--- src/rtl/dsam_if.sv ---
// DSAM receive-side bus: encoded words in, reconstructed samples out.
// Optional channel tag (ch_idx) is present when DSAM_DEC_CHANNEL_TAG_EN is defined.
interface dsam_if #(
    parameter int DATA_WIDTH = 16,
    parameter int CHANNELS   = 256
);
    logic                  in_valid;
    logic [DATA_WIDTH-1:0] in;
    logic                  sync;
    logic                  out_valid;
    logic [DATA_WIDTH-1:0] out;
`ifdef DSAM_DEC_CHANNEL_TAG_EN
    localparam int PW = $clog2(CHANNELS);
    logic [PW-1:0]         ch_idx;
`endif

`ifdef DSAM_DEC_CHANNEL_TAG_EN
    modport master (output in_valid, in, sync, input out_valid, out, ch_idx);
    modport slave  (input in_valid, in, sync, output out_valid, out, ch_idx);
`else
    modport master (output in_valid, in, sync, input out_valid, out);
    modport slave  (input in_valid, in, sync, output out_valid, out);
`endif
endinterface

--- src/rtl/dsam_decoder.sv ---
// DSAM decoder: undoes XOR-chain correlation and per-channel differencing.
// Optional macro DSAM_DEC_CHANNEL_TAG_EN adds a registered ch_idx output.
module dsam_decoder #(
    parameter int DATA_WIDTH = 16,
    parameter int CHANNELS   = 256
) (
    input  logic   clk,
    input  logic   reset,
    dsam_if.slave  bus
);
    localparam int W  = DATA_WIDTH;
    localparam int PW = $clog2(CHANNELS);

    typedef enum logic [0:0] {WARMUP = 1'b0, STEADY = 1'b1} state_t;

    state_t          state_q, state_d, state_eff_s;
    logic [PW-1:0]   ptr_q, ptr_d, ptr_eff_s;
    logic [W-2:0]    c_prev_q, c_prev_d, c_eff_s;
    logic [W-1:0]    out_q, out_d;
    logic            out_valid_q, out_valid_d;
    logic [PW-1:0]   ch_idx_q, ch_idx_d;
    logic [W-2:0]    m_s;
    logic [W-1:0]    s_s, x_s, hist_rd_s;
    logic            hist_we_s;
    logic [W-1:0]    hist_q [CHANNELS];

    // sync clears the stream state combinationally so a word arriving with it decodes as k=0
    always_comb begin
        state_eff_s = bus.sync ? WARMUP : state_q;
        ptr_eff_s   = bus.sync ? '0 : ptr_q;
        c_eff_s     = bus.sync ? '0 : c_prev_q;
        hist_rd_s   = hist_q[ptr_eff_s];
        m_s         = bus.in[W-2:0] ^ c_eff_s;
        if (bus.in[W-1]) begin
            m_s = ~m_s;
        end else begin
            m_s = m_s;
        end
        s_s = {bus.in[W-1], m_s};
        x_s = (state_eff_s == STEADY) ? (hist_rd_s - s_s) : s_s;
    end

    // Next-state and output computation; idle cycles only carry the sync clear forward
    always_comb begin
        state_d     = state_eff_s;
        ptr_d       = ptr_eff_s;
        c_prev_d    = c_eff_s;
        out_d       = out_q;
        out_valid_d = 1'b0;
        ch_idx_d    = ch_idx_q;
        hist_we_s   = 1'b0;
        if (bus.in_valid) begin
            c_prev_d    = bus.in[W-2:0];
            out_d       = x_s;
            out_valid_d = 1'b1;
            ch_idx_d    = ptr_eff_s;
            hist_we_s   = 1'b1;
            if (ptr_eff_s == PW'(CHANNELS - 1)) begin
                ptr_d   = '0;
                state_d = STEADY;
            end else begin
                ptr_d   = ptr_eff_s + PW'(1);
            end
        end else begin
            hist_we_s   = 1'b0;
        end
    end

    // State and output registers
    always_ff @(posedge clk) begin
        if (reset) begin
            state_q     <= WARMUP;
            ptr_q       <= '0;
            c_prev_q    <= '0;
            out_q       <= '0;
            out_valid_q <= 1'b0;
            ch_idx_q    <= '0;
        end else begin
            state_q     <= state_d;
            ptr_q       <= ptr_d;
            c_prev_q    <= c_prev_d;
            out_q       <= out_d;
            out_valid_q <= out_valid_d;
            ch_idx_q    <= ch_idx_d;
        end
    end

    // History store has no reset: every slot is written during warm-up before it is read
    always_ff @(posedge clk) begin
        if (!reset && hist_we_s) begin
            hist_q[ptr_eff_s] <= x_s;
        end
    end

    assign bus.out       = out_q;
    assign bus.out_valid = out_valid_q;
`ifdef DSAM_DEC_CHANNEL_TAG_EN
    assign bus.ch_idx    = ch_idx_q;
`else
    logic unused_ch_s;
    assign unused_ch_s = ^ch_idx_q;
`endif
endmodule

--- src/flat_wrapper.sv ---
// flat-port wrapper written by rule: the top's interface ports become plain ports
module dsam_decoder_flat 
#(
    parameter int DATA_WIDTH = 16,
    parameter int CHANNELS   = 256
)
  (clk, reset, bus_in_valid, bus_in, bus_sync, bus_out_valid, bus_out);
  dsam_if #(.DATA_WIDTH(DATA_WIDTH), .CHANNELS(CHANNELS)) bus_i ();
  input  logic clk;
  input  logic reset;
  input wire logic [$bits(bus_i.in_valid)-1:0] bus_in_valid;
  input wire logic [$bits(bus_i.in)-1:0] bus_in;
  input wire logic [$bits(bus_i.sync)-1:0] bus_sync;
  output wire logic [$bits(bus_i.out_valid)-1:0] bus_out_valid;
  output wire logic [$bits(bus_i.out)-1:0] bus_out;
  assign bus_i.in_valid = bus_in_valid;
  assign bus_i.in = bus_in;
  assign bus_i.sync = bus_sync;
  assign bus_out_valid = bus_i.out_valid;
  assign bus_out = bus_i.out;
  dsam_decoder #(.DATA_WIDTH(DATA_WIDTH), .CHANNELS(CHANNELS)) u_core (.clk(clk), .reset(reset), .bus(bus_i));
endmodule
--- config.mk ---
export PLATFORM = sky130hd
export DESIGN_NAME = dsam_decoder_flat
export DESIGN_NICKNAME = d
export VERILOG_FILES = /design/src/rtl/dsam_if.sv /design/src/rtl/dsam_decoder.sv /design/src/flat_wrapper.sv
export SDC_FILE = /design/constraint.sdc
export NUM_CORES = 2
export LEC_CHECK = 0
export CAP_MARGIN = 20
export CORE_UTILIZATION = 32
export CTS_BUF_LIST = sky130_fd_sc_hd__clkbuf_4 sky130_fd_sc_hd__clkbuf_8 sky130_fd_sc_hd__clkbuf_16
export DETAILED_ROUTE_END_ITERATION = 10
export SLEW_MARGIN = 20
export SYNTH_ARGS = -nofsm -noshare
export SYNTH_HDL_FRONTEND = slang
export SYNTH_SLANG_ARGS = --single-unit
--- constraint.sdc ---
create_clock -name clk -period 42.1 [get_ports clk]
set_clock_uncertainty 0.15 [all_clocks]
set_input_delay 8.42 -clock clk [delete_from_list [all_inputs] [get_ports clk]]
set_output_delay 8.42 -clock clk [all_outputs]
set_load 0.05 [all_outputs]
---- Word-level counts from Yosys, hierarchy flattened ----
Memory sizes are Yosys's and may differ from the RTL's.
Cells that the tools add are included.
storage, ports and cells
  register bits after elaboration ......... 41
  bits in writable memories ............... 4096
  bits of input ports ..................... 20
  output and inout port bits .............. 17
  logic and storage cells ................. 26
  memories ................................ 1
memory list
  memory         words  width  read ports  clocked after Yosys merged registers in  wr ports  RTL line            text
  u_core.hist_q  256    16     1           0                                        1         dsam_decoder.sv:25  logic [W-1:0] hist_q [CHANNELS];
operators by class
  $add $sub $neg .......................... 2
  equality and inequality tests ........... 1
  muxes and demuxes ....................... 13
  bitwise gates (word level) .............. 2
  reduce and logical (&&, ||, !) cells .... 2
operators with widths
  operator                                     number
  2-to-1 mux 15 bit                            3
  2-to-1 mux 8 bit                             3
  2-to-1 mux 16 bit                            1
  subtractor 16 bit                            1
  inverter 15 bit                              1
  bitwise XOR 15 bit                           1
  adder 8 x 1 -> 8 bit, second input constant  1
  equality test 8 bit, second input constant   1
  2-to-1 mux 1 bit                             6
  logical AND 1 bit                            1
  zero test 1 bit                              1

---- Depth between registers and ports, before layout ----
  depth in word-level cells ............... 6
  gate-level depth with buffers ........... 27
  mapped depth without buffers ............ 22

---- Worst setup path before layout ----
Ideal clock, no wire load.
  kind .................................... input-to-reg
  start point ............................. in bus_sync
  end point ............................... mem u_core.hist_q[0][1] (netlist name) (data pin)
  library setup time ...................... 2.199 ns
  data arrival time ....................... 21.223 ns
  required time ........................... 39.751 ns
  slack ................................... 18.529 ns
  stages .................................. 17
  path buffers ............................ 6
  cells stage by stage .................... buf_2 nor2_4 inv_4 buf_6 buf_2 buf_2 buf_2 buf_1 a31oi_1 o22ai_1 o21ai_0 nand2_1 a2111oi_0 nand2_1 ha_1 fa_1 o21ai_0
between the ends
  word-level cells in the longest chain between the ends .. 6
  elaborated cells on any way between the ends .. 9
  those cells by class .................... 1 x add/sub; 5 x mux; 2 x bitwise; 1 x memory
RTL lines
  element                                                        RTL line            text
  start, declared                                                flat_wrapper.sv:13  input wire logic [$bits(bus_i.sync)-1:0] bus_sync;
  branches (longest 5 deep; another with memory (256 x 16 bit))  --
  2-to-1 mux 16 bit (*)                                          dsam_decoder.sv:40  x_s = (state_eff_s == STEADY) ? (hist_rd_s - s_s) : s_s;
  via u_core.x_s[1]                                              dsam_decoder.sv:23  logic [W-1:0] s_s, x_s, hist_rd_s;
  end, declared                                                  dsam_decoder.sv:25
Mark *: on every way through the listed nets, which the timed path passes.

---- Worst setup path after layout ----
  start point ............................. in bus_sync
  end point ............................... mem u_core.hist_q[34][10] (netlist name) (data pin)
Same word-level chain as after synthesis.

==> impl_metrics.ini <==
[status]
status = completed

[synth]
postSynthAreaPerCell_sq_um = 14.3
seq_area_frac_synth = 0.752
synth_cells = 11500
synthFlopType = edfxtp_1
synth_mux_area_frac = 0.00852
synth_simple_gate_area_frac = 0.0985
async_flop_share = 0
synth_nets = 11600
synth_seq_cells = 4137
synth_top_family_by_area = compound AO/OA/AOI/OAI gates
synthXorXnorAreaFrac = 0.00234
synth_compound_area_frac = 0.112
syn_area_sq_um = 165000
synth_edf_count = 4096
yosysWarnings = 0
synth_cell_type_count = 86
synthAdderAreaFrac = 0.00172

[power]
ir_drop_v = 0.0000345
p_leak_nw = 58.4
power_density_nw_per_um2 = 47.1
total_power_mw = 8.84

[sta]
slew_violations = 0
maxSlewHeadroom = 0.115
min_period_over_period = 0.452
final-setup-viol-count = 0
hold_violations = 0
fin_tns_setup_ns = 0
fin_crit_ns = 19.03
fmax_ghz = 0.0526
setup_slack_ns = 23.07
rsz0062_at_grt = false
worstMarginPinSlew_ns = 1.33

[layout]
area_growth_pct = 13.9
fin_util = 0.366
drive_gt1_frac = 0.113
fillers = 48200
nets = 11600

[setup_path]
rr_worst_depth = 29
reg2reg_slack_ns = 29.47
slowest_delay_ns = 0.91
cpMostUsedCell = buf_4
arrival_ns = 19.53
start_kind = primary input
setup.worst_path.end_class = register
required_ns = 42.60
worst-path-max-fanout = 81
crit_slowest_cell = buf_4
critPathKind = in -> reg

[clocking]
cts_hold_buf = 0
cts_resized = 0
cts_buffer_depth = 4
clockRootBuffer = clkbuf_16
cts.reportedPaths.clkPinSlew_ns = 0.06
cts_sinks = 4137
cts_made_buffers = 429
post_cts_buffers = 0
htreeDepth = 5
clock_latency_ns = 1.03
cts_tree = yes

[route]
postRouteAntennaNets = 0
drt_wl_total_um = 504000
vias = 103000
first_pass_iters = 8
drt-vias-per-instance = 5.52
first_iter_violations = 13400
wl_per_cell_um = 26.9
drc = 0

[placement]
place_ws_ns = 22.24
port_buffers = 36
gp_congestion = 0.915
hpwl_um = 281000

[global_routing]
grt_overflow = 0
grt_max_degree = 233
grt_antenna_before_repair = 30
grt_usage = 0.186
grt_pass1_wl_um = 711000
first_global_vias = 96200

[die]
core_sq_um = 513000
io_pins = 37
placementRows = 263
die_h_um = 719
die_w_um = 719
dieArea_sq_um = 518000
initial_core_util = 0.321

[min_path]
hold_depth = 2
hold_path.class = reg -> reg

[flow_run]
cap_viol_max_count = 0
==> final cells by class <==
type | instances | area, sq um | area share
diodes | 11 | 27.5 | 0.000147
clock buffers | 564 | 11800 | 0.0631
clock inverters | 217 | 1940 | 0.0103
inverters | 15 | 80.1 | 0.000427
multi-input cells | 6494 | 37200 | 0.198
flip-flops and latches | 4137 | 124000 | 0.660
well taps | 6757 | 8450 | 0.0451
repair buffers | 512 | 4260 | 0.0227
==> synth_stat cells (62+ instances only) <==
cell type,number,area share
a211oi_1,956,0.044
a21oi_1,62,0.0019
a31oi_1,951,0.036
buf_1,148,0.0034
buf_2,350,0.011
buf_4,67,0.0031
clkbuf_1,279,0.0064
edfxtp_1,4096,0.75
nand2_1,1986,0.045
nor2_1,443,0.010
nor2b_1,962,0.037
nor3_1,66,0.0020
o21ai_0,135,0.0041
o22ai_1,551,0.021
==> cells by family after synthesis <==
| logic type | count (synthesis) |
|---|---|
| xor gates and xnor gates | 44 |
| and+or+nand+nor | 3569 |
| AOI/OAI and AO/OA | 2759 |
| muxes | 100 |
| adders and majority gates | 22 |
| buffers and inverters | 879 |
| DFF | 4137 |
==> path summary, 6_finish.rpt <==
kind	start	end
worst min-delay path	u_core.bus.out[0]$_SDFFE_PP0P_	u_core.bus.out[0]$_SDFFE_PP0P_
worst max register to register	u_core.ptr_q[1]$_SDFF_PP0_	u_core.hist_q[34][10]$_DFFE_PP_
worst max-delay path	bus_sync	u_core.hist_q[34][10]$_DFFE_PP_
worst min register to register	u_core.bus.out[0]$_SDFFE_PP0P_	u_core.bus.out[0]$_SDFFE_PP0P_
==> flip-flops by register name, summed over array words and instances, names as in the netlist <==
name / flops
u_core.bus.out_valid: 1
u_core.bus.out: 16
u_core.hist_q: 4096
u_core.ptr_q: 8
u_core.state_q: 1
u_core.c_prev_q: 15
==> cells in the final DEF, fill, tap and decap left out, types with 10 or more instances in the layout <==
cell type	n
and3_1	10
o22ai_1	551
mux4_2	25
o21ai_0	124
buf_12	23
o211ai_1	13
nand2_2	15
diode_2	11
clkinv_2	67
nand3_1	11
bufinv_16	24
ha_1	21
nor2_2	38
nand2b_1	13
or2_2	22
nor2_1	395
nor3_1	63
clkbuf_16	433
clkdlybuf4s50_1	33
mux2_2	20
o221ai_1	22
clkbuf_4	130
xor2_1	13
a31oi_1	951
edfxtp_1	4096
dfxtp_1	38
nor2_4	11
nor2b_1	959
nand2_1	1963
buf_4	449
clkinv_1	92
mux2i_1	50
xnor2_1	28
a211oi_1	956
a21oi_1	61
==> worst max-delay path: cells and delay by family <==
| family | cells | cell delay, ns |
|---|---|---|
| buffers and inverters | 9 | 5.59 |
| AND/OR/NAND/NOR | 5 | 1.79 |
| multiplexers | 1 | 0.19 |
| adder cells (fa/ha/maj) | 1 | 0.20 |
| AO/OA/AOI/OAI | 12 | 2.91 |
==> power by group <==
group | switching, mW | internal [mW] | total, mW
Combinational | 0.385 | 0.0960 | 0.481
Clock | 1.59 | 2.13 | 3.72
Sequential | 0.00423 | 4.63 | 4.64
Total | 1.98 | 6.86 | 8.84
==> metal layers <==
layer / up-vias / GRT usage / share of wire
li1: 44300 / - / -
met1: 52700 / 0.250 / 0.40
met2: 5178 / 0.290 / 0.45
met3: 1039 / 0.0370 / 0.096
met4: 20 / 0.0877 / 0.052
met5: - / 0 / 0.00025
==> through the flow <==
stage	cell area, sq um	hold slack, ns	instances
final	188000	0.322	18700
after global routing	188000	0.341	18700
after CTS	187000	0.322	18700
after detailed placement	174000	0.314	17900
after global placement	174000	0.305	17900
after floorplan	165000	0.426	11500
(Power assumes the default switching activity.)
